===== src/rtl/cfg_reg_loader.sv =====
// Purpose : writes an enabled shadow table into the config register bank, reads each entry back to verify it, and retries or flags mismatches.
// Latency : an enabled entry takes 4+READ_LAT cycles and each retry adds 2+READ_LAT; a disabled entry takes 2 cycles; DONE adds 1.
// Backpressure : none; the bank is assumed ready every cycle. Host table writes and start are ignored while busy.
// Ports   : clk/reset (async active-low); tbl_we/tbl_addr/tbl_data/tbl_en load the table in IDLE;
//           start/busy/done control a pass; error/err_addr/err_count report verify failures;
//           reg_write/reg_addr/reg_wdata/reg_rdata form the register bank port.
module cfg_reg_loader #(
  parameter int DATA_W    = 16,
  parameter int ADDR_W    = 3,
  parameter int NUM_REGS  = 8,
  parameter int READ_LAT  = 1,
  parameter int MAX_RETRY = 2
) (
  input  logic              clk,
  input  logic              reset,
  input  logic              tbl_we,
  input  logic [ADDR_W-1:0] tbl_addr,
  input  logic [DATA_W-1:0] tbl_data,
  input  logic              tbl_en,
  input  logic              start,
  output logic              busy,
  output logic              done,
  output logic              error,
  output logic [ADDR_W-1:0] err_addr,
  output logic [3:0]        err_count,
  output logic              reg_write,
  output logic [ADDR_W-1:0] reg_addr,
  output logic [DATA_W-1:0] reg_wdata,
  input  logic [DATA_W-1:0] reg_rdata
);

  localparam int LAT_W   = (READ_LAT > 1) ? $clog2(READ_LAT) : 1;
  localparam int RETRY_W = $clog2(MAX_RETRY + 2);

  typedef enum logic [2:0] {
    S_IDLE, S_SCAN, S_WRITE, S_READ, S_CHECK, S_NEXT, S_DONE
  } state_t;

  state_t              r_state, w_next;
  logic [DATA_W-1:0]   r_tbl [NUM_REGS];
  logic [NUM_REGS-1:0] r_en;
  logic [ADDR_W-1:0]   r_idx;
  logic [RETRY_W-1:0]  r_retry;
  logic [LAT_W-1:0]    r_lat;
  logic                r_error;
  logic [ADDR_W-1:0]   r_err_addr;
  logic [3:0]          r_err_count;
  logic [ADDR_W-1:0]   r_reg_addr;
  logic [DATA_W-1:0]   r_reg_wdata;

  logic w_last, w_lat_end, w_mismatch, w_retry_ok, w_tbl_wr;

  assign w_last     = (r_idx == ADDR_W'(NUM_REGS - 1));
  assign w_lat_end  = (r_lat == LAT_W'(READ_LAT - 1));
  assign w_mismatch = (reg_rdata != r_tbl[r_idx]);
  assign w_retry_ok = (r_retry < RETRY_W'(MAX_RETRY));
  // Table is only writable while idle so a pass always sees a stable table.
  assign w_tbl_wr   = (r_state == S_IDLE) && tbl_we && (32'(tbl_addr) < NUM_REGS);

  assign error     = r_error;
  assign err_addr  = r_err_addr;
  assign err_count = r_err_count;
  assign reg_addr  = r_reg_addr;
  assign reg_wdata = r_reg_wdata;

  always_ff @(posedge clk or negedge reset) begin
    if (!reset) r_state <= S_IDLE;
    else        r_state <= w_next;
  end

  always_comb begin
    w_next    = r_state;
    busy      = 1'b1;
    done      = 1'b0;
    reg_write = 1'b0;
    case (r_state)
      S_IDLE: begin
        busy = 1'b0;
        if (start) w_next = S_SCAN;
      end
      S_SCAN:  w_next = r_en[r_idx] ? S_WRITE : S_NEXT;
      S_WRITE: begin
        reg_write = 1'b1;
        w_next    = S_READ;
      end
      S_READ:  if (w_lat_end) w_next = S_CHECK;
      S_CHECK: w_next = (w_mismatch && w_retry_ok) ? S_WRITE : S_NEXT;
      S_NEXT:  w_next = w_last ? S_DONE : S_SCAN;
      S_DONE: begin
        done   = 1'b1;
        w_next = S_IDLE;
      end
      default: w_next = S_IDLE;
    endcase
  end

  always_ff @(posedge clk or negedge reset) begin
    if (!reset) begin
      r_en <= '0;
      for (int i = 0; i < NUM_REGS; i++) r_tbl[i] <= '0;
    end else if (w_tbl_wr) begin
      r_tbl[tbl_addr] <= tbl_data;
      r_en[tbl_addr]  <= tbl_en;
    end
  end

  always_ff @(posedge clk or negedge reset) begin
    if (!reset) begin
      r_idx       <= '0;
      r_retry     <= '0;
      r_lat       <= '0;
      r_error     <= 1'b0;
      r_err_addr  <= '0;
      r_err_count <= '0;
      r_reg_addr  <= '0;
      r_reg_wdata <= '0;
    end else begin
      case (r_state)
        S_IDLE: begin
          if (start) begin
            r_idx       <= '0;
            r_retry     <= '0;
            r_error     <= 1'b0;
            r_err_addr  <= '0;
            r_err_count <= '0;
          end
        end
        S_SCAN: begin
          // Bank port is loaded on entry to WRITE and then held through READ
          // and any retries of the same entry.
          if (r_en[r_idx]) begin
            r_reg_addr  <= r_idx;
            r_reg_wdata <= r_tbl[r_idx];
          end
        end
        S_WRITE: r_lat <= '0;
        S_READ:  r_lat <= r_lat + LAT_W'(1);
        S_CHECK: begin
          if (w_mismatch) begin
            if (w_retry_ok) begin
              r_retry <= r_retry + RETRY_W'(1);
            end else begin
              r_error    <= 1'b1;
              r_err_addr <= r_idx;
              if (r_err_count != 4'hF) r_err_count <= r_err_count + 4'd1;
            end
          end
        end
        S_NEXT: begin
          r_retry <= '0;
          if (!w_last) r_idx <= r_idx + ADDR_W'(1);
        end
        default: ;
      endcase
    end
  end

endmodule


===== config.mk =====
export PLATFORM = sky130hd
export DESIGN_NAME = cfg_reg_loader
export DESIGN_NICKNAME = d
export VERILOG_FILES = /design/src/rtl/cfg_reg_loader.sv
export SDC_FILE = /design/constraint.sdc
export NUM_CORES = 1
export LEC_CHECK = 0
export CAP_MARGIN = 20
export CORE_MARGIN = 1
export CORE_UTILIZATION = 30
export CTS_CLUSTER_SIZE = 40
export DETAILED_ROUTE_END_ITERATION = 6
export GPL_ROUTABILITY_DRIVEN = 0
export PLACE_DENSITY = 0.58
export SLEW_MARGIN = 15
export SYNTH_ARGS = -nofsm -noshare
export SYNTH_HDL_FRONTEND = slang
export SYNTH_SLANG_ARGS = --single-unit

===== constraint.sdc =====
create_clock -name clk -period 4 [get_ports clk]
set_clock_uncertainty 0.05 [all_clocks]
set_input_delay 0.6 -clock clk [delete_from_list [all_inputs] [get_ports clk]]
set_output_delay 0.6 -clock clk [all_outputs]
set_load 0.1 [all_outputs]

==> impl_metrics.py <==
metrics = {
    "run_status": {
        "status": "finished, final reports clean",
    },
    "setup_path": {
        "start_kind": "flop",
        "cp_slowest_cell": "dfrtp_1",
        "critPathRequiredTime_ps": 4300,
        "crit_family": "simple AND/OR/NAND/NOR gates",
        "cp-end-kind": "flop",
        "slowest_delay_ps": 970,
        "critPathKind": "reg2reg",
        "critPathBufInv": 0,
        "path_cells": "mux4_2 -> mux2i_1 -> xnor2_1 -> nor4_1 -> nand2_1 -> or4_4 -> o21ai_2 -> a32o_1",
        "cp_max_fo": 19,
        "worstPathArrival_ps": 3810,
    },
    "sta": {
        "fin_ws_ps": 490,
        "slew_viol_final": 0,
        "rsz0062_at_grt": "no",
        "finalHoldViolCount": 0,
        "fmax_mhz": 285,
        "setup-tns-final_ps": 0,
        "fin_crit_sh_pct": 87.8,
        "relSlewSlack_pct": 33.5,
        "setup_viol": 0,
        "tightestPinTransition_ps": 995,
        "period_needed_ps": 3510,
    },
    "detailed_routing": {
        "ant_nets": 0,
        "drt_iter0_drc": 246,
        "vias": 4801,
        "drc": 0,
        "post_drt_wl_per_cell_um": 19.4,
        "routed_via_density": 4.96,
        "wirelength_um": 18800,
        "firstDrtPassIters": 4,
    },
    "cts": {
        "clk_latency_ps": 420,
        "cts_tree": "built",
        "cts_buffers": 17,
        "cts_setup_buffers": 0,
        "cts_resized": 0,
        "root_buffer": "clkbuf_16",
        "clk_pin_slew_worst_paths_ps": 60,
        "htreeDepth": 4,
        "cts_sinks": 172,
        "ctsHoldBuffers": 0,
        "cts_max_path_buffers": 2,
    },
    "floorplan": {
        "start_util_pct": 30.9,
        "rows": 58,
        "boundaryPins": 70,
        "core-area_um2": 25400,
        "die-area_um2": 26800,
        "die_h_um": 164,
        "die_w_um": 164,
    },
    "power": {
        "p_int_uw": 4830,
        "swShare_pct": 37.3,
        "p_leak_uw": 0.00403,
        "p_per_area_nw_per_um2": 813,
        "switchingPower_uw": 2870,
        "p_clk_share_pct": 18.5,
        "power_frac_comb_pct": 42.0,
        "pwr-share-seq_pct": 39.4,
        "ir_worst_vdd_mv": 0.412,
    },
    "yosys": {
        "synth_edf_count": 0,
        "async_flop_share_pct": 100,
        "synth_cell_types": 41,
        "syn_area_per_cell_um2": 14.2,
        "ys_warn_count": 0,
        "synth-main-ff-cell": "dfrtp_1",
        "syn_nets": 597,
        "synth-seq-cells": 172,
        "syn_inst": 554,
        "ys_seq_area_share_pct": 54.9,
        "mappedNetlistArea_um2": 7850,
    },
    "grt": {
        "grt_pass1_wl_um": 29900,
        "grt_antenna_before_repair": 0,
        "first_global_vias": 5238,
        "grtUsageTotal_pct": 15.0,
        "grt_max_degree": 90,
        "grt-ovfl-total": 0,
    },
    "layout": {
        "final_nets": 671,
        "drive_above_1_share_pct": 34.7,
        "diodes": 0,
        "syn_to_final_growth_pct": 20.8,
        "fin_area_um2": 9480,
    },
    "place": {
        "pre_cts_slack_ps": 424,
        "port-buffer-count": 69,
        "hpwl_um": 12400,
        "place_area_um2": 8980,
    },
    "worst_hold_path": {
        "hold_class": "in2async",
    },
    "run": {
        "drv_cap": 0,
    },
}
==> through the flow <==
step,cells,utilization (%),total power (uW),hold slack [ps]
5_1_grt,967,37.3,8170,218
2_1_floorplan,554,-,5440,254
3_5_place_dp,939,35.4,6350,420
6_report,967,37.3,7700,178
4_1_cts,967,37.3,7790,213
3_3_place_gp,939,35.4,6210,416
==> worst paths after layout <==
check | startpoint | end | slack (ps) | cells past startpoint
worst max-delay path | r_idx[2] | err_addr[1] | 490 | 8
worst min-delay path | reset | err_count[1] | 180 | 1
worst max register to register | r_idx[2] | err_addr[1] | 490 | 8
worst min register to register | reg_wdata[6] | reg_wdata[6] | 430 | 2
max in group asynchronous | reset | r_tbl[101] | 2760 | 2
min in group clk | reg_wdata[6] | reg_wdata[6] | 430 | 2
==> placed cells by master, fill, tap and decap left out, types with 4 or more instances in the layout <==
cell type / count
clkinv_2: 4
xor2_1: 6
o21ai_0: 23
nand3_1: 6
nand2b_1: 5
nor2_1: 14
nand2_1: 34
inv_1: 10
clkinvlp_4: 4
xnor2_1: 10
buf_4: 13
nand3b_1: 4
mux2i_1: 21
a21oi_1: 6
clkdlybuf4s50_1: 68
mux4_2: 30
mux2_2: 141
clkbuf_16: 17
dfrtp_1: 171
==> kinds of logic after synthesis <==
group           share of synthesized area (%)
buf+inv                                  2.28
xor+xnor                                 1.79
mux                                      31.5
simple gates                             4.80
fa+ha+maj                               0.478
compound gates                           4.27
flops                                    54.9
==> cells in the mapped netlist, types with 4 or more instances <==
master	number	area [um^2]
nand3b_1	4	30.0
mux2_2	141	1590
mux4_2	30	676
a21oi_1	6	30.0
o21ai_0	23	115
nor2_1	14	52.6
nand3_1	6	30.0
dfrtp_1	172	4300
buf_2	5	25.0
nand2_1	34	128
mux2i_1	21	210
xor2_1	6	52.6
clkbuf_1	20	75.1
inv_1	10	37.5
nand2b_1	5	31.3
xnor2_1	10	87.6
==> power groups by stage <==
| stage | Sequential (uW) | Clock [uW] | Combinational (uW) |
|---|---|---|---|
| after floorplan | 3430 | 0 | 2010 |
| after global placement | 3000 | 0 | 3210 |
| after detailed placement | 3070 | 0 | 3280 |
| after CTS | 3040 | 1460 | 3290 |
| after global routing | 3140 | 1530 | 3490 |
| final | 3040 | 1430 | 3240 |
==> layer usage <==
metal / up-vias / part of all wire [%] / track usage (%)
li1: 2170 / - / -
met1: 2502 / 42 / 18.7
met2: 107 / 51 / 25.9
met3: 22 / 5.6 / 3.11
met4: 0 / 1.3 / 4.76
met5: - / 0 / 0
==> layout make-up <==
cell class / count / area (um^2)
Clock buffer: 20 / 447
Clock inverter: 8 / 50.0
Fill cell: 2403 / 15900
Inverter: 10 / 37.5
Multi-Input combinational cell: 342 / 3380
Sequential cell: 172 / 4310
Tap cell: 330 / 413
Timing Repair Buffer: 85 / 850
==> registers in the layout, summed over array words and instances (netlist names), 2 cells and up <==
signal	count
r_tbl	128
reg_wdata	16
r_en	8
err_count	4
err_addr	3
r_idx	3
r_state	3
reg_addr	3
r_retry	2
No activity file was read; power rests on OpenSTA's default activity.
